File: config.mk
export PLATFORM = sky130hd
export DESIGN_NAME = jk_trig_bank
export DESIGN_NICKNAME = d
export VERILOG_FILES = /design/src/rtl/jk_trig_pkg.sv /design/src/rtl/jk_cell.sv /design/src/rtl/jk_trig_bank.sv
export SDC_FILE = /design/constraint.sdc
export NUM_CORES = 1
export LEC_CHECK = 0
export CAP_MARGIN = 20
export CORE_MARGIN = 5
export CORE_UTILIZATION = 39
export CTS_CLUSTER_DIAMETER = 80
export DETAILED_ROUTE_END_ITERATION = 8
export GPL_TIMING_DRIVEN = 0
export MAX_ROUTING_LAYER = met4
export PLACE_DENSITY = 0.84
export SETUP_SLACK_MARGIN = 0.2
export SYNTH_ARGS = -nofsm -noshare
export SYNTH_HDL_FRONTEND = slang
export SYNTH_SLANG_ARGS = --single-unit
export TNS_END_PERCENT = 20
File: constraint.sdc
create_clock -name i_clk -period 1 [get_ports i_clk]
set_clock_uncertainty 0.05 [all_clocks]
set_input_delay 0.2 -clock i_clk [delete_from_list [all_inputs] [get_ports i_clk]]
set_output_delay 0.2 -clock i_clk [all_outputs]
set_load 0.03 [all_outputs]
File: src/rtl/jk_trig_pkg.sv
// +--------------------------------------------------------------------------+
// | jk_trig_pkg : mode encoding and per-cell next-state function             |
// | Rev 1.0                                                                  |
// +--------------------------------------------------------------------------+
`default_nettype none

package jk_trig_pkg;

  typedef enum logic [1:0] {
    MODE_JK = 2'b00,
    MODE_T  = 2'b01,
    MODE_D  = 2'b10,
    MODE_SR = 2'b11
  } jk_mode_t;

  // Next value of one cell under mode logic; SR with S=R=1 holds the bit.
  function automatic logic cell_next(input jk_mode_t mode, input logic q,
                                     input logic j, input logic k);
    logic nxt;
    nxt = q;
    case (mode)
      MODE_JK: begin
        case ({j, k})
          2'b01:   nxt = 1'b0;
          2'b10:   nxt = 1'b1;
          2'b11:   nxt = ~q;
          default: nxt = q;
        endcase
      end
      MODE_T:  nxt = j ? ~q : q;
      MODE_D:  nxt = j;
      MODE_SR: begin
        if (j && !k)      nxt = 1'b1;
        else if (!j && k) nxt = 1'b0;
        else              nxt = q;
      end
      default: nxt = q;
    endcase
    return nxt;
  endfunction

endpackage

`default_nettype wire

File: src/rtl/jk_cell.sv
// +--------------------------------------------------------------------------+
// | jk_cell : one multi-mode flip-flop bit with load, enable, async reset    |
// | Rev 1.0                                                                  |
// +--------------------------------------------------------------------------+
`default_nettype none

module jk_cell
  import jk_trig_pkg::*;
#(
  parameter logic RST_VAL = 1'b0
) (
  input  logic       i_clk,
  input  logic       i_rst_n,
  input  logic       i_en,
  input  logic [1:0] i_mode,
  input  logic       i_j,
  input  logic       i_k,
  input  logic       i_load,
  input  logic       i_load_val,
  output logic       o_q,
  output logic       o_illegal
);

  logic     q_q;
  logic     q_d;
  jk_mode_t mode;

  assign mode = jk_mode_t'(i_mode);

  always_comb begin
    q_d = q_q;
    if (i_load)    q_d = i_load_val;
    else if (i_en) q_d = cell_next(mode, q_q, i_j, i_k);
  end

  always_ff @(posedge i_clk or negedge i_rst_n) begin
    if (!i_rst_n) q_q <= RST_VAL;
    else          q_q <= q_d;
  end

  assign o_q       = q_q;
  assign o_illegal = (mode == MODE_SR) && i_en && !i_load && i_j && i_k;

endmodule

`default_nettype wire

File: src/rtl/jk_trig_bank.sv
// +--------------------------------------------------------------------------+
// | jk_trig_bank : WIDTH-bit bank of JK/T/D/SR cells, sticky SR error flag   |
// | Optional toggle-event counter: define JK_TRIG_BANK_TGL_CNT_EN            |
// | Rev 1.0                                                                  |
// +--------------------------------------------------------------------------+
`default_nettype none

module jk_trig_bank
  import jk_trig_pkg::*;
#(
  parameter int               WIDTH   = 8,
  parameter logic [WIDTH-1:0] RST_VAL = {WIDTH{1'b0}},
  parameter int               CNT_W   = 16
) (
  input  logic             i_clk,
  input  logic             i_rst_n,
  input  logic             i_en,
  input  logic [1:0]       i_mode,
  input  logic [WIDTH-1:0] i_j,
  input  logic [WIDTH-1:0] i_k,
  input  logic             i_load,
  input  logic [WIDTH-1:0] i_load_val,
  input  logic             i_err_clr,
  output logic [WIDTH-1:0] o_q,
  output logic [WIDTH-1:0] o_qb,
  output logic             o_err,
  output logic [CNT_W-1:0] o_tgl_cnt
);

  logic [WIDTH-1:0] q;
  logic [WIDTH-1:0] illegal;
  logic             err_q;
  logic             err_d;

  for (genvar g = 0; g < WIDTH; g++) begin : g_cell
    jk_cell #(
      .RST_VAL (RST_VAL[g])
    ) u_cell (
      .i_clk      (i_clk),
      .i_rst_n    (i_rst_n),
      .i_en       (i_en),
      .i_mode     (i_mode),
      .i_j        (i_j[g]),
      .i_k        (i_k[g]),
      .i_load     (i_load),
      .i_load_val (i_load_val[g]),
      .o_q        (q[g]),
      .o_illegal  (illegal[g])
    );
  end

  // A new illegal S=R=1 beats a simultaneous clear.
  always_comb begin
    err_d = err_q;
    if (|illegal)       err_d = 1'b1;
    else if (i_err_clr) err_d = 1'b0;
  end

  always_ff @(posedge i_clk or negedge i_rst_n) begin
    if (!i_rst_n) err_q <= 1'b0;
    else          err_q <= err_d;
  end

`ifdef JK_TRIG_BANK_TGL_CNT_EN
  logic [WIDTH-1:0] chg;
  logic             tgl_evt;
  logic [CNT_W-1:0] cnt_q;
  logic [CNT_W-1:0] cnt_d;

  always_comb begin
    chg = '0;
    for (int n = 0; n < WIDTH; n++) begin
      chg[n] = cell_next(jk_mode_t'(i_mode), q[n], i_j[n], i_k[n]) ^ q[n];
    end
  end

  // Only mode-logic changes count; loads are excluded.
  assign tgl_evt = i_en && !i_load && (|chg);

  always_comb begin
    cnt_d = cnt_q;
    if (i_err_clr)                               cnt_d = '0;
    else if (tgl_evt && (cnt_q != {CNT_W{1'b1}})) cnt_d = cnt_q + CNT_W'(1);
  end

  always_ff @(posedge i_clk or negedge i_rst_n) begin
    if (!i_rst_n) cnt_q <= '0;
    else          cnt_q <= cnt_d;
  end

  assign o_tgl_cnt = cnt_q;
`else
  assign o_tgl_cnt = '0;
`endif

  assign o_q   = q;
  assign o_qb  = ~q;
  assign o_err = err_q;

endmodule

`default_nettype wire

==> results.sh <==
export IMPL_grt_total_usage_pct=17.6
export IMPL_max_cap_violations=0
export IMPL_holdCritPathClass="in2async"
export IMPL_crit_type="in2reg"
export IMPL_clk_latency_ns=0.24
export IMPL_avgSynthCellArea_um2=7.69
export IMPL_p_comb_share_pct=60.6
export IMPL_diodes=0
export IMPL_async_reset_ff_share_pct=100
export IMPL_drive_gt1_share_pct=45.4
export IMPL_slew_violations=0
export IMPL_seq_power_share_pct=20.1
export IMPL_cts_sinks=9
export IMPL_reg2regPathDepth=4
export IMPL_post_drt_wl_per_cell_um=14.5
export IMPL_cts_tree="built"
export IMPL_rows=22
export IMPL_synth_cell_types=42
export IMPL_endpoint_kind="register"
export IMPL_die_w_um=72.8
export IMPL_crit_path_start_kind="primary input"
export IMPL_place_gp_congestion=0.886
export IMPL_worst_ir_drop_vdd_mv=0.427
export IMPL_netlist_instances=200
export IMPL_cts_hold_buffers=0
export IMPL_rsz0062_at_grt="true"
export IMPL_cts_path_max_buffers=2
export IMPL_cp_required_ns=1.08
export IMPL_final_period_utilization_pct=145
export IMPL_total_power_uw=2430
export IMPL_hold_viol=0
export IMPL_first_global_vias=1546
export IMPL_core_area_mm2=0.00374
export IMPL_final_common_cell="buf_4"
export IMPL_cp_max_fo=4
export IMPL_num_vias=1642
export IMPL_dpl_hpwl_um=3350
export IMPL_cts_root_buf="clkbuf_8"
export IMPL_antenna_found_initial=0
export IMPL_cts_htree_levels=1
export IMPL_die_area_mm2=0.00530
export IMPL_firstDrtPassIters=4
export IMPL_outcome="finished, violations left"
export IMPL_grt_start_max_net_pins=11
export IMPL_reg2reg_to="g_cell[3].u_cell.o_q$_DFFE_PN0P_"
export IMPL_clkPwrFrac_pct=19.3
export IMPL_power_density_mw_per_mm2=946
export IMPL_grt_first_pass_wirelength_um=7180
export IMPL_swShare_pct=41.7
export IMPL_netlist_area_mm2=0.00154
export IMPL_synthToLayoutAreaGrowth_pct=67.1
export IMPL_grt_overflow_total=0
export IMPL_nFillCells=285
export IMPL_synth_seq_cells=9
export IMPL_rr_startpoint="g_cell[3].u_cell.o_q$_DFFE_PN0P_"
export IMPL_drt_initial_drc_count=91
export IMPL_final_cell_mix="30 x buf_4, 23 x buf_6, 21 x inv_1"
export IMPL_p_leak_uw=0.00121
export IMPL_violations="setup timing"
export IMPL_yosysWarnings=0
export IMPL_synth_seq_area_share_pct=14.6
export IMPL_post_route_worst_setup_slack_ns=-0.449
export IMPL_internal_power_uw=1420
export IMPL_start_util_pct=41.1
export IMPL_route_antenna_remaining_nets=0
export IMPL_wl_um=4670
export IMPL_via_per_inst=5.12
export IMPL_ios=64
export IMPL_p_switching_uw=1010
export IMPL_io_buffers=47
export IMPL_worstPathArrival_ns=1.53
export IMPL_fin_nets=328
export IMPL_synth_ff_type="dfrtp_1"
export IMPL_die_h_um=72.8
export IMPL_finalSetupViolCount=25
export IMPL_fmax_ghz=0.690
export IMPL_synth_edf_count=0
export IMPL_fin_crit_ns=1.45
export IMPL_drcViolationCount=0
export IMPL_cts_made_buffers=3
export IMPL_clk_pin_slew_ns=0.05
export IMPL_reg2reg_setup_slack_ns=-0.22
export IMPL_timing_hold_ws_ns=0.227
through the flow:
step                      instance area [um2]  worst slack [ns]  setup TNS, ns  std cells  util [%]
after floorplan                          1600            -0.545          -3.49        215         -
after global placement                   2130             -1.17         -15.97        310      57.0
after detailed placement                 2130             -1.19         -16.38        310      57.0
after CTS                                2470            -0.506          -5.58        320      66.0
after global routing                     2570            -0.475          -6.20        321      68.7
final                                    2570            -0.449          -5.45        321      68.7
state kept, by name, indices dropped and copies added (netlist names):
name	flops
g_cell.u_cell.o_q	8
o_err	1
worst max-delay path, cell delays in order:
cell      delay, ns
buf_8          0.10
or3_4          0.40
or4_4          0.44
o221ai_4       0.08
mux2_4         0.31
cell families (layout without fill, tap and decap cells):
group | Yosys count | after routing | share of synthesized area, %
AOI/OAI and AO/OA | 39 | 39 | 19.0
xor gates and xnor gates | 1 | 1 | 0.569
adders and majority gates | 23 | 23 | 18.7
buffers and inverters | 60 | 118 | 21.0
DFF | 9 | 9 | 14.6
muxes | 6 | 6 | 4.23
other | 1 | 16 | 0.244
and+or+nand+nor | 61 | 61 | 21.6
per-layer routing:
| layer | vias to the layer above | wire, um | GRT usage (%) |
|---|---|---|---|
| met4 | 0 | 85 | 7.38 |
| met5 | - | 0 | - |
| met2 | 67 | 2310 | 28.5 |
| li1 | 815 | - | - |
| met3 | 9 | 314 | 1.65 |
| met1 | 751 | 1960 | 22.3 |
cells in the mapped netlist, drive strengths merged (3+ instances only):
cell / count / area (um2)
o21ai: 3 / 15.0
nor3: 4 / 20.0
o221ai: 8 / 70.1
nand2: 10 / 37.5
a21oi: 5 / 25.0
o211ai: 5 / 37.5
nand2b: 6 / 37.5
inv: 28 / 105
buf: 31 / 214
dfrtp: 9 / 225
a22oi: 7 / 52.6
or4: 4 / 30.0
ha: 23 / 288
nand3: 3 / 15.0
nor2: 16 / 60.1
nor2b: 4 / 25.0
mux2: 4 / 45.0
area by class of cell:
class / count / area (um2) / area share, %
timing repair buffer: 54 / 519 / 20.2
sequential: 9 / 226 / 8.81
clock buffer: 4 / 45.0 / 1.75
multi-input combinational: 146 / 1320 / 51.2
tap: 48 / 60.1 / 2.34
buffer: 32 / 289 / 11.2
inverter: 28 / 114 / 4.43
worst max-delay path by stage:
stage,to,from,cells after the start
6_report,g_cell[2].u_cell.o_q$_DFFE_PN0P_,i_load,5
3_5_place_dp,g_cell[1].u_cell.o_q$_DFFE_PN0P_,i_mode[0],7
3_3_place_gp,g_cell[6].u_cell.o_q$_DFFE_PN0P_,i_load,5
2_1_floorplan,g_cell[6].u_cell.o_q$_DFFE_PN0P_,i_load,4
5_1_grt,g_cell[2].u_cell.o_q$_DFFE_PN0P_,i_load,5
4_1_cts,g_cell[2].u_cell.o_q$_DFFE_PN0P_,i_load,5
power groups by stage:
stage	clock network (uW)	registers (uW)	logic, uW
after floorplan	0	474	762
after global placement	0	483	1200
after detailed placement	0	487	1220
after CTS	465	485	1400
after global routing	478	498	1580
final	470	489	1470
timing repair:
action,4_1_cts,5_1_grt
pin swaps,12,7
endpoints found under the setup margin,26,26
buffers inserted,6,1
gates resized for setup,221,38
No activity file was read; power rests on OpenSTA's default activity.
